===== src/rtl/iwdg_pkg.sv =====
// rtl/iwdg_pkg.sv - shared constants and types for the IWDG Wishbone kicker
//
// Purpose: IWDG register map offsets, key values, status bit indices and
//          the kicker FSM state type.
// Ports:   none (package)
package iwdg_pkg;

    localparam int ADR_SIZE = 32;

    localparam logic [ADR_SIZE-1:0] OFS_KR  = 32'h0000_0000;
    localparam logic [ADR_SIZE-1:0] OFS_PR  = 32'h0000_0004;
    localparam logic [ADR_SIZE-1:0] OFS_RLR = 32'h0000_0008;
    localparam logic [ADR_SIZE-1:0] OFS_ST  = 32'h0000_000C;

    localparam logic [15:0] KEY_ACCESS = 16'h5555;
    localparam logic [15:0] KEY_RELOAD = 16'hAAAA;
    localparam logic [15:0] KEY_COUNT  = 16'hCCCC;

    // ST register: prescaler / reload value update in progress
    localparam int ST_PVU = 0;
    localparam int ST_RVU = 1;

    typedef enum logic [3:0] {
        IDLE,
        UNLOCK,
        WR_RLR,
        WR_PR,
        POLL_ST,
        RELOAD,
        START_WD,
        WAIT,
        KICK,
        ERROR
    } kicker_state_e;

endpackage


===== src/rtl/iwdg_wb_kicker_if.sv =====
// rtl/iwdg_wb_kicker_if.sv - Wishbone classic bus bundle between kicker and IWDG
//
// Purpose: groups the Wishbone initiator/target signals.
// Ports:   adr_m2s/dat_m2s/we_m2s/cyc_m2s/stb_m2s (initiator to target),
//          dat_s2m/ack_s2m (target to initiator).
//          Modports: master (kicker side), slave (IWDG side).
interface iwdg_wb_kicker_if #(
    parameter int DAT_SIZE = 16
);
    logic [31:0]         adr_m2s;
    logic [DAT_SIZE-1:0] dat_m2s;
    logic                we_m2s;
    logic                cyc_m2s;
    logic                stb_m2s;
    logic [DAT_SIZE-1:0] dat_s2m;
    logic                ack_s2m;

    modport master (
        output adr_m2s, dat_m2s, we_m2s, cyc_m2s, stb_m2s,
        input  dat_s2m, ack_s2m
    );

    modport slave (
        input  adr_m2s, dat_m2s, we_m2s, cyc_m2s, stb_m2s,
        output dat_s2m, ack_s2m
    );
endinterface


===== src/rtl/wb_single_xfer.sv =====
// rtl/wb_single_xfer.sv - single Wishbone classic transaction engine with ack timeout
//
// Purpose: accepts one request while idle, runs the cyc/stb/ack handshake and
//          reports completion (done + rdata) or an ack timeout.
// Ports:   clk, rst (sync, active-low)
//          req/addr/wdata/we : request, sampled only while idle
//          done/rdata        : one-cycle completion pulse and captured read data
//          timeout           : one-cycle pulse when no ack within ACK_TIMEOUT cycles
//          adr_m2s..stb_m2s  : registered bus outputs, all zero while idle
//          dat_s2m/ack_s2m   : bus inputs
module wb_single_xfer
    import iwdg_pkg::*;
#(
    parameter int DAT_SIZE    = 16,
    parameter int ACK_TIMEOUT = 15
) (
    input  logic                clk,
    input  logic                rst,
    input  logic                req,
    input  logic [ADR_SIZE-1:0] addr,
    input  logic [DAT_SIZE-1:0] wdata,
    input  logic                we,
    output logic                done,
    output logic [DAT_SIZE-1:0] rdata,
    output logic                timeout,
    output logic [ADR_SIZE-1:0] adr_m2s,
    output logic [DAT_SIZE-1:0] dat_m2s,
    output logic                we_m2s,
    output logic                cyc_m2s,
    output logic                stb_m2s,
    input  logic [DAT_SIZE-1:0] dat_s2m,
    input  logic                ack_s2m
);

    localparam int TO_W = $clog2(ACK_TIMEOUT + 1);
    // Last cycle index (counted from 0 at issue) on which an ack is still accepted
    localparam logic [TO_W-1:0] TO_LAST = TO_W'(ACK_TIMEOUT - 1);

    logic                busy_q,    busy_d;
    logic [ADR_SIZE-1:0] adr_q,     adr_d;
    logic [DAT_SIZE-1:0] dat_q,     dat_d;
    logic                we_q,      we_d;
    logic [TO_W-1:0]     to_cnt_q,  to_cnt_d;
    logic [DAT_SIZE-1:0] rdata_q,   rdata_d;
    logic                done_q,    done_d;
    logic                timeout_q, timeout_d;

    always_comb begin
        busy_d    = busy_q;
        adr_d     = adr_q;
        dat_d     = dat_q;
        we_d      = we_q;
        to_cnt_d  = to_cnt_q;
        rdata_d   = rdata_q;
        done_d    = 1'b0;
        timeout_d = 1'b0;
        if (!busy_q) begin
            if (req) begin
                busy_d   = 1'b1;
                adr_d    = addr;
                dat_d    = wdata;
                we_d     = we;
                to_cnt_d = '0;
            end
        end else if (ack_s2m) begin
            busy_d  = 1'b0;
            done_d  = 1'b1;
            rdata_d = dat_s2m;
            adr_d   = '0;
            dat_d   = '0;
            we_d    = 1'b0;
        end else if (to_cnt_q == TO_LAST) begin
            busy_d    = 1'b0;
            timeout_d = 1'b1;
            adr_d     = '0;
            dat_d     = '0;
            we_d      = 1'b0;
        end else begin
            to_cnt_d = to_cnt_q + 1'b1;
        end
    end

    always_ff @(posedge clk) begin
        if (!rst) begin
            busy_q    <= 1'b0;
            adr_q     <= '0;
            dat_q     <= '0;
            we_q      <= 1'b0;
            to_cnt_q  <= '0;
            rdata_q   <= '0;
            done_q    <= 1'b0;
            timeout_q <= 1'b0;
        end else begin
            busy_q    <= busy_d;
            adr_q     <= adr_d;
            dat_q     <= dat_d;
            we_q      <= we_d;
            to_cnt_q  <= to_cnt_d;
            rdata_q   <= rdata_d;
            done_q    <= done_d;
            timeout_q <= timeout_d;
        end
    end

    assign cyc_m2s = busy_q;
    assign stb_m2s = busy_q;
    assign adr_m2s = adr_q;
    assign dat_m2s = dat_q;
    assign we_m2s  = we_q;
    assign done    = done_q;
    assign timeout = timeout_q;
    assign rdata   = rdata_q;

endmodule


===== src/rtl/iwdg_wb_kicker.sv =====
// rtl/iwdg_wb_kicker.sv - autonomous Wishbone initiator that configures, starts and refreshes the IWDG
//
// Purpose: runs unlock -> RLR -> PR -> (status poll) -> reload -> start, then
//          periodic KR=AAAA refreshes every kick_period cycles until stop.
// Ports:   clk, rst (sync, active-low)
//          start       : pulse, accepted in IDLE or ERROR; captures rlr_cfg/pr_cfg
//          stop        : level, holds off further kicks while in WAIT
//          rlr_cfg/pr_cfg/kick_period : configuration
//          wb          : Wishbone initiator (iwdg_wb_kicker_if.master)
//          running/err : watchdog started and kicked / sticky ack timeout
// Build option: IWDG_STATUS_POLL_EN adds the POLL_ST state that reads ST until
//          PVU/RVU are clear before reloading.
module iwdg_wb_kicker
    import iwdg_pkg::*;
#(
    parameter logic [31:0] BASE_ADR      = 32'h0100_0000,
    parameter int          DAT_SIZE      = 16,
    parameter int          KICK_CNT_SIZE = 16,
    parameter int          ACK_TIMEOUT   = 15
) (
    input  logic                     clk,
    input  logic                     rst,
    input  logic                     start,
    input  logic                     stop,
    input  logic [11:0]              rlr_cfg,
    input  logic [2:0]               pr_cfg,
    input  logic [KICK_CNT_SIZE-1:0] kick_period,
    iwdg_wb_kicker_if.master         wb,
    output logic                     running,
    output logic                     err
);

    kicker_state_e            state_q, state_d, next_state;
    logic                     issued_q, issued_d;
    logic [KICK_CNT_SIZE-1:0] kick_cnt_q, kick_cnt_d;
    logic                     running_q, running_d;
    logic                     err_q, err_d;
    logic [11:0]              rlr_q, rlr_d;
    logic [2:0]               pr_q, pr_d;

    logic                     bus_state;
    logic                     xfer_req;
    logic [ADR_SIZE-1:0]      x_addr;
    logic [DAT_SIZE-1:0]      x_wdata;
    logic                     x_we;
    logic                     xfer_done;
    logic                     xfer_timeout;
    logic [DAT_SIZE-1:0]      xfer_rdata;
    logic [KICK_CNT_SIZE-1:0] kick_load;

    // A zero period would never reach the kick condition; run it as 1
    assign kick_load = (kick_period == '0) ? KICK_CNT_SIZE'(1) : kick_period;

`ifdef IWDG_STATUS_POLL_EN
    localparam logic [DAT_SIZE-1:0] ST_BUSY_MASK =
        DAT_SIZE'((1 << ST_PVU) | (1 << ST_RVU));
    logic st_ready;
    assign st_ready = (xfer_rdata & ST_BUSY_MASK) == '0;
`else
    // Read data only matters to the status poll
    logic unused_rdata;
    assign unused_rdata = ^xfer_rdata;
`endif

    always_comb begin
        state_d    = state_q;
        issued_d   = issued_q;
        kick_cnt_d = kick_cnt_q;
        running_d  = running_q;
        err_d      = err_q;
        rlr_d      = rlr_q;
        pr_d       = pr_q;
        bus_state  = 1'b0;
        next_state = state_q;
        x_addr     = BASE_ADR + OFS_KR;
        x_wdata    = '0;
        x_we       = 1'b1;

        case (state_q)
            IDLE, ERROR: begin
                if (start) begin
                    state_d  = UNLOCK;
                    err_d    = 1'b0;
                    issued_d = 1'b0;
                    rlr_d    = rlr_cfg;
                    pr_d     = pr_cfg;
                end
            end
            UNLOCK: begin
                bus_state  = 1'b1;
                x_wdata    = DAT_SIZE'(KEY_ACCESS);
                next_state = WR_RLR;
            end
            WR_RLR: begin
                bus_state  = 1'b1;
                x_addr     = BASE_ADR + OFS_RLR;
                x_wdata    = DAT_SIZE'(rlr_q);
                next_state = WR_PR;
            end
            WR_PR: begin
                bus_state  = 1'b1;
                x_addr     = BASE_ADR + OFS_PR;
                x_wdata    = DAT_SIZE'(pr_q);
`ifdef IWDG_STATUS_POLL_EN
                next_state = POLL_ST;
`else
                next_state = RELOAD;
`endif
            end
`ifdef IWDG_STATUS_POLL_EN
            POLL_ST: begin
                bus_state  = 1'b1;
                x_addr     = BASE_ADR + OFS_ST;
                x_we       = 1'b0;
                next_state = st_ready ? RELOAD : POLL_ST;
            end
`endif
            RELOAD: begin
                bus_state  = 1'b1;
                x_wdata    = DAT_SIZE'(KEY_RELOAD);
                next_state = START_WD;
            end
            START_WD: begin
                bus_state  = 1'b1;
                x_wdata    = DAT_SIZE'(KEY_COUNT);
                next_state = WAIT;
            end
            WAIT: begin
                // Counter parks at 1 while stop is high so a kick follows
                // one cycle after stop is released
                if (kick_cnt_q <= KICK_CNT_SIZE'(1)) begin
                    kick_cnt_d = KICK_CNT_SIZE'(1);
                    if (!stop) begin
                        state_d = KICK;
                    end
                end else begin
                    kick_cnt_d = kick_cnt_q - 1'b1;
                end
            end
            KICK: begin
                bus_state  = 1'b1;
                x_wdata    = DAT_SIZE'(KEY_RELOAD);
                next_state = WAIT;
            end
            default: begin
                state_d = IDLE;
            end
        endcase

        // Every bus state issues exactly one request, then waits for its
        // outcome; issued_q clears on completion so POLL_ST can re-issue
        if (bus_state) begin
            if (!issued_q) begin
                issued_d = 1'b1;
            end
            if (xfer_timeout) begin
                state_d   = ERROR;
                err_d     = 1'b1;
                running_d = 1'b0;
                issued_d  = 1'b0;
            end else if (xfer_done) begin
                state_d  = next_state;
                issued_d = 1'b0;
                if (state_q == START_WD || state_q == KICK) begin
                    kick_cnt_d = kick_load;
                end
                if (state_q == START_WD) begin
                    running_d = 1'b1;
                end
            end
        end
    end

    assign xfer_req = bus_state && !issued_q;

    always_ff @(posedge clk) begin
        if (!rst) begin
            state_q    <= IDLE;
            issued_q   <= 1'b0;
            kick_cnt_q <= '0;
            running_q  <= 1'b0;
            err_q      <= 1'b0;
            rlr_q      <= '0;
            pr_q       <= '0;
        end else begin
            state_q    <= state_d;
            issued_q   <= issued_d;
            kick_cnt_q <= kick_cnt_d;
            running_q  <= running_d;
            err_q      <= err_d;
            rlr_q      <= rlr_d;
            pr_q       <= pr_d;
        end
    end

    assign running = running_q;
    assign err     = err_q;

    wb_single_xfer #(
        .DAT_SIZE    (DAT_SIZE),
        .ACK_TIMEOUT (ACK_TIMEOUT)
    ) u_xfer (
        .clk     (clk),
        .rst     (rst),
        .req     (xfer_req),
        .addr    (x_addr),
        .wdata   (x_wdata),
        .we      (x_we),
        .done    (xfer_done),
        .rdata   (xfer_rdata),
        .timeout (xfer_timeout),
        .adr_m2s (wb.adr_m2s),
        .dat_m2s (wb.dat_m2s),
        .we_m2s  (wb.we_m2s),
        .cyc_m2s (wb.cyc_m2s),
        .stb_m2s (wb.stb_m2s),
        .dat_s2m (wb.dat_s2m),
        .ack_s2m (wb.ack_s2m)
    );

endmodule


===== src/flat_wrapper.sv =====
// flat-port wrapper written by rule: the top's interface ports become plain ports
module iwdg_wb_kicker_flat import iwdg_pkg::*;
#(
    parameter logic [31:0] BASE_ADR      = 32'h0100_0000,
    parameter int          DAT_SIZE      = 16,
    parameter int          KICK_CNT_SIZE = 16,
    parameter int          ACK_TIMEOUT   = 15
)
  (clk, rst, start, stop, rlr_cfg, pr_cfg, kick_period, running, err, wb_adr_m2s, wb_dat_m2s, wb_we_m2s, wb_cyc_m2s, wb_stb_m2s, wb_dat_s2m, wb_ack_s2m);
  iwdg_wb_kicker_if #(.DAT_SIZE(DAT_SIZE)) wb_i ();
  input  logic clk;
  input  logic rst;
  input  logic start;
  input  logic stop;
  input  logic [11:0] rlr_cfg;
  input  logic [2:0] pr_cfg;
  input  logic [KICK_CNT_SIZE-1:0] kick_period;
  output logic running;
  output logic err;
  output wire logic [$bits(wb_i.adr_m2s)-1:0] wb_adr_m2s;
  output wire logic [$bits(wb_i.dat_m2s)-1:0] wb_dat_m2s;
  output wire logic [$bits(wb_i.we_m2s)-1:0] wb_we_m2s;
  output wire logic [$bits(wb_i.cyc_m2s)-1:0] wb_cyc_m2s;
  output wire logic [$bits(wb_i.stb_m2s)-1:0] wb_stb_m2s;
  input wire logic [$bits(wb_i.dat_s2m)-1:0] wb_dat_s2m;
  input wire logic [$bits(wb_i.ack_s2m)-1:0] wb_ack_s2m;
  assign wb_adr_m2s = wb_i.adr_m2s;
  assign wb_dat_m2s = wb_i.dat_m2s;
  assign wb_we_m2s = wb_i.we_m2s;
  assign wb_cyc_m2s = wb_i.cyc_m2s;
  assign wb_stb_m2s = wb_i.stb_m2s;
  assign wb_i.dat_s2m = wb_dat_s2m;
  assign wb_i.ack_s2m = wb_ack_s2m;
  iwdg_wb_kicker #(.BASE_ADR(BASE_ADR), .DAT_SIZE(DAT_SIZE), .KICK_CNT_SIZE(KICK_CNT_SIZE), .ACK_TIMEOUT(ACK_TIMEOUT)) u_core (.clk(clk), .rst(rst), .start(start), .stop(stop), .rlr_cfg(rlr_cfg), .pr_cfg(pr_cfg), .kick_period(kick_period), .wb(wb_i), .running(running), .err(err));
endmodule

===== config.mk =====
export PLATFORM = sky130hd
export DESIGN_NAME = iwdg_wb_kicker_flat
export DESIGN_NICKNAME = d
export VERILOG_FILES = /design/src/rtl/iwdg_pkg.sv /design/src/rtl/iwdg_wb_kicker_if.sv /design/src/rtl/wb_single_xfer.sv /design/src/rtl/iwdg_wb_kicker.sv /design/src/flat_wrapper.sv
export SDC_FILE = /design/constraint.sdc
export NUM_CORES = 1
export LEC_CHECK = 0
export CORE_MARGIN = 2
export CORE_UTILIZATION = 51
export DETAILED_ROUTE_END_ITERATION = 7
export PLACE_DENSITY_LB_ADDON = 0.1
export SLEW_MARGIN = 20
export SYNTH_ARGS = -nofsm -noshare
export SYNTH_HDL_FRONTEND = slang
export SYNTH_SLANG_ARGS = --single-unit

===== constraint.sdc =====
create_clock -name clk -period 4.08 [get_ports clk]
set_input_delay 0.408 -clock clk [delete_from_list [all_inputs] [get_ports clk]]
set_output_delay 0.408 -clock clk [all_outputs]
set_load 0.1 [all_outputs]

Yosys cells after proc, flatten, opt, wreduce, memory -nomap -nowiden
Cells that the tools add are included.
W data, S select, Z words.
{"block": "totals", "regBits": 94, "input_bits": 52, "output_inout_bits": 53, "word_cells": 103}
{"block": "op_classes", "add_sub_neg": 2, "order_cmp": 1, "eq_ne": 13, "muxes": 53, "bitwise": 2, "reduce_logical": 18}
{"op": "$mux W16", "n": 11}
{"op": "$mux W32", "n": 4}
{"op": "$pmux W16 S5", "n": 1}
{"op": "$mux W4", "n": 10}
{"op": "$mux W1", "n": 24}
{"op": "$pmux W4 S5", "n": 1}
{"op": "$le A16 B1 Y1 const B", "n": 1}
{"op": "$logic_not A16 Y1", "n": 1}
{"op": "$sub A16 B1 Y16 const B", "n": 1}
{"op": "$eq A4 B3 Y1 const B", "n": 3}
{"op": "$eq A4 B4 Y1 const B", "n": 3}
{"op": "$pmux W4 S3", "n": 1}
{"op": "$eq A4 B2 Y1 const B", "n": 2}
{"op": "$ne A8 B8 Y1 const B", "n": 1}
{"op": "$pmux W4 S2", "n": 1}
{"op": "$reduce_and A2 Y1", "n": 3}
{"op": "$reduce_and A3 Y1", "n": 2}
{"op": "$reduce_bool A2 Y1", "n": 3}
{"op": "$reduce_or A2 Y1", "n": 3}
{"op": "$reduce_or A6 Y1", "n": 1}
{"op": "$add A4 B1 Y4 const B", "n": 1}
{"op": "$eq A4 B1 Y1 const B", "n": 1}
{"op": "$logic_not A4 Y1", "n": 1}
{"op": "$ne A2 B2 Y1 const B", "n": 2}
{"op": "6 further kinds", "n": 7}

Longest topological paths before layout
{"block": "depth", "ltp_word": 7, "depth_mapped": 9, "ltp_nobuf": 7}

Modules after synthesis
A second synthesis with hierarchy kept.
{"block": "unflattened", "hier_cells": 529, "area_unflattened_um2": 4785.8}
{"module": "wb_single_xfer", "n_inst": 1, "cells_each": 222, "area_per_inst_um2": 2446.1, "seq_area_each_um2": 1441.4}
{"module": "iwdg_wb_kicker", "n_inst": 1, "cells_each": 307, "area_per_inst_um2": 2339.7, "seq_area_each_um2": 760.7}

Worst setup path before layout
No wires, ideal clock.
{"block": "synth_path", "path_kind": "reg-to-reg", "start": "reg u_core.u_xfer.busy_q (netlist: u_core.u_xfer.cyc_m2s)", "end": "reg u_core.u_xfer.adr_q[24] (netlist: u_core.u_xfer.adr_m2s[24])", "setup_time_ns": 0.070, "arrival_time_ns": 2.029, "t_required_ns": 4.010, "setup_slack_ns": 1.981, "stages_incl_launch_ff": 7, "path_buffers": 2, "synth_period_minus_slack_ns": 2.099, "path_cell_list": "dfxtp_1 > and3_1 > a211o_1 > buf_2 > buf_4 > nand2_1 > a21oi_1"}
{"block": "synth_between", "elab_chain_len": 2, "word_cells_on_any_way": 4, "cone_classes": "eq/ne (1); mux (1); reduce/logical (2)"}
{"item": "start: declaration", "line_no": "wb_single_xfer.sv:39", "source": "logic busy_q, busy_d;"}
{"item": "start signal: assignment", "line_no": "wb_single_xfer.sv:94", "source": "busy_q <= busy_d;"}
{"item": "$ne A3 B2 Y1 (no source line) / $reduce_bool A2 Y1 (equally long branches)"}
{"item": "$reduce_and A2 Y1 (no source line)"}
{"item": "end signal: assignment", "line_no": "wb_single_xfer.sv:95", "source": "adr_q <= adr_d;"}
{"item": "end: declaration", "line_no": "wb_single_xfer.sv:40", "source": "logic [ADR_SIZE-1:0] adr_q, adr_d;"}
Parallel ways exist; a longest one is shown, timed or not.
A chain may end at the register's enable or synchronous reset.

Worst setup path in the final report
{"block": "layout_path", "start": "reg u_core.state_q[1]", "end": "reg u_core.u_xfer.dat_q[3] (netlist: u_core.u_xfer.dat_m2s[3])"}
{"block": "layout_between", "elab_chain_len": 6, "word_cells_on_any_way": 15, "cone_classes": "eq/ne (6); mux (4); reduce/logical (5)"}
{"item": "start: declaration", "line_no": "iwdg_wb_kicker.sv:33", "source": "kicker_state_e state_q, state_d, next_state;"}
{"item": "start signal: assignment", "line_no": "iwdg_wb_kicker.sv:186", "source": "state_q <= state_d;"}
{"item": "$eq A4 B1 Y1, or another cell as far along", "line_no": "iwdg_wb_kicker.sv:79", "source": "case (state_q)"}
{"item": "$reduce_or A6 Y1 (no source line)"}
{"item": "$mux W1", "line_no": "iwdg_wb_kicker.sv:79"}
{"item": "$logic_and A1 B1 Y1", "line_no": "iwdg_wb_kicker.sv:174", "source": "assign xfer_req = bus_state && !issued_q;"}
{"item": "$reduce_bool A2 Y1 (no source line)"}
{"item": "$reduce_and A2 Y1 (no source line)"}
{"item": "end signal: assignment", "line_no": "wb_single_xfer.sv:96", "source": "dat_q <= dat_d;"}
{"item": "end: declaration", "line_no": "wb_single_xfer.sv:41", "source": "logic [DAT_SIZE-1:0] dat_q, dat_d;"}
Parallel ways exist; a longest one is shown, timed or not. The select of a mux whose other input is x is not followed.

==> metrics <==
Avg WL per Cell=14.3 um; drt initial violations=180; RSZ-0062 raised after global routing=false; sequential cell fraction of total power=38.5%; Netlist cell types=62; grt ovf=0; synthesized area=~3400 sq um; diode count=0; port buffer count=59; Initial Utilization=52.8%; TritonCTS buffer count=9; final setup violation count=0; I/O pins=105; multi-input logic area=1800 sq um; CTS Root Cell=clkbuf_8; number of synthesis warnings=0; H-tree Lvls=3; min cycle time layout=2.63 ns; Syn Inst Count=415; fin cells=541; Final ANT Viol Nets=0; Max Slew Vio Count=0; cts hold-fix bufs=0; ys flop type=dfxtp_1; # Max-Cap Violations=0; Crit path max-delay family=compound AO/OA/AOI/OAI gates; hold_sp=u_core.rlr_q[2]$_SDFFE_PN0P_; Via-to-Cell Ratio=5.52; post-synthesis sequential area ratio=a little under two fifths; Final period util=64.6%; net switching power=702 uW; Worst-Margin Slew=1.04 ns; WL final=7750 um; internal power=1.13 mW; combinational share of power=28.3%; Hold Path Class=reg2reg; switching part of the total=a little under two fifths; CP endpoint kind=flop; Vias=2986; DIE WIDTH=85.3 um; Max FO, Critical Path=26; max frequency=380 MHz; Avg Inst Size Synth=slightly above 8 sq um; clock tree from TritonCTS=yes; Post-Place Cells=525; relative slew slack=30.4%; final hold vios=0; share of cells above drive strength 1=6.68%; Sum Neg Setup Slack=0 ns; clk buf depth=2; Peak VDD IR=0.373 mV; vias in the first global route=2651; Critical Path AT=2.91 ns; first-pass GRT wire length=12500 um; Tot GR Track Use=21.4%; critical path required time=4.35 ns; CTS sink cnt=64; worst skew pair latency=0.35 ns; number of synthesized flops with an enable pin=0; Pleak=1.46 nW; filler cell count=~570; CORE AREA=6390 sq um; Clock transition at path regs=about 0.080 ns; Clock Power Share=33.2%; #FFs+latches synth=64; Final Wtd Congestion=0.790; Reg area=~1300 sq um; Setup Crit Path Kind=reg2reg; reg2reg start=u_core.state_q[1]$_SDFFE_PN0P_; DRC viols=0; Layout Area Growth over Synthesis=19.9%; cts repair resizes=0; Setup Skew=0.0104 ns; critical-path cell with the highest stage delay=dfxtp_1; Post-synth ARST share=0%; Layout Nets=515; postcts setup bufs=0; DRT Pass-1 Iters=4; Setup crit start=u_core.state_q[1]$_SDFFE_PN0P_; outcome=completed; critical path buffer and inverter count=0; initial antenna violation count=0; pwr dens=453 nW/um^2; Cell Rows=29; pin count of the biggest net entering global routing=27; crit-path cells=nand2_1 > a2111oi_0 > a211o_1 > nand2_1 > a31oi_1; cell mode on critical path=nand2_1; Setup crit start kind=flop; post-detail-place hpwl=5260 um; die area=7280 sq um; critical path's largest stage delay=0.89 ns; die height=85.3 um
## metrics by stage
step / utilization [%] / power (mW) / worst slack [ns] / cell area, sq um / hold slack (ns)
floorplan: - / 1.15 / 1.98 / 3480 / 0.433
global placement: 59.8 / 1.23 / 1.54 / 3820 / 0.442
detailed placement: 59.8 / 1.23 / 1.50 / 3820 / 0.444
CTS: 63.3 / 1.84 / 1.48 / 4040 / 0.454
global route: 63.3 / 1.90 / 1.25 / 4040 / 0.474
finish: 63.3 / 1.83 / 1.45 / 4040 / 0.455
## cell usage after synthesis, drive strengths merged (5+ instances only)
master,n,area [sq um]
nand2,80,303
dfxtp,64,1280
buf,42,304
a21oi,40,200
nor2,23,88.8
a31oi,14,87.6
clkbuf,14,52.6
o21ai,11,55.1
nor4,10,105
o2bb2ai,10,93.8
xnor2,10,87.6
nand3,9,45.0
inv,8,30.0
nor3,8,40.0
a211o,6,52.6
xor2,6,52.6
nand2b,5,31.3
## power groups by stage
stage | Combinational [mW] | Sequential, mW | Clock [mW]
finish | 0.519 | 0.704 | 0.608
detailed placement | 0.517 | 0.717 | 0
floorplan | 0.317 | 0.832 | 0
global route | 0.546 | 0.711 | 0.646
CTS | 0.519 | 0.703 | 0.618
global placement | 0.517 | 0.717 | 0
## kinds of logic after synthesis
| group | synth area share (%) |
|---|---|
| adders and majority gates | 1.48 |
| muxes | 0.297 |
| xor gates and xnor gates | 4.16 |
| other | 0.111 |
| DFF | 38.0 |
| and+or+nand+nor | 24.5 |
| AOI/OAI and AO/OA | 19.8 |
| buffers and inverters | 11.6 |
## cells in the final DEF (no fill, tap or decap), types with 8 or more instances in the layout
cell             synthesis  layout
clkbuf_8                 0       9
inv_1                    8       8
o2bb2ai_1                9       9
nand2_1                 79      79
clkdlybuf4s50_1          0      59
nor2_1                  22      22
a21oi_1                 40      40
nor3_1                   8       8
dfxtp_1                 64      64
conb_1                   1      29
xnor2_1                 10      10
a31oi_1                 14      14
nand3_1                  9       9
o21ai_0                 10      10
## state kept, by name, summed over array words and instances (netlist names), 3 cells and up
name and flops:
u_core.kick_cnt_q 16, u_core.pr_q 3, u_core.rlr_q 12, u_core.state_q 4, u_core.u_xfer.adr_m2s 3, u_core.u_xfer.dat_m2s 16, u_core.u_xfer.to_cnt_q 4
## worst reg2reg max path: cells and delay by family (launching register included)
family	cells	cell delay (ns)
compound gates	3	1.29
flops	1	0.89
simple gates	2	0.39
## layer usage
layer	GRT usage, %	part of all wire [%]	wire, um
met1	28.8	46	3580
met5	0	0	0
met3	7.00	6.9	534
met2	31.7	45	3510
met4	8.37	1.6	124
## path summary, 6_finish.rpt
check	to	slack [ns]	cells past startpoint
worst min-delay path	u_core.rlr_q[2]$_SDFFE_PN0P_	0.45	2
worst min register to register	u_core.rlr_q[2]$_SDFFE_PN0P_	0.45	2
worst max register to register	u_core.u_xfer.dat_m2s[3]$_SDFFE_PN0P_	1.45	5
worst max-delay path	u_core.u_xfer.dat_m2s[3]$_SDFFE_PN0P_	1.45	5
## final cells by class
type / count / area share [%]
multi-input cells: 314 / 44.6
clock buffers: 10 / 3.16
inverters: 9 / 0.836
repair buffers: 61 / 15.0
well taps: 77 / 2.38
clock inverters: 6 / 2.29
flip-flops and latches: 64 / 31.7
Power figures use the tool's default switching activity.
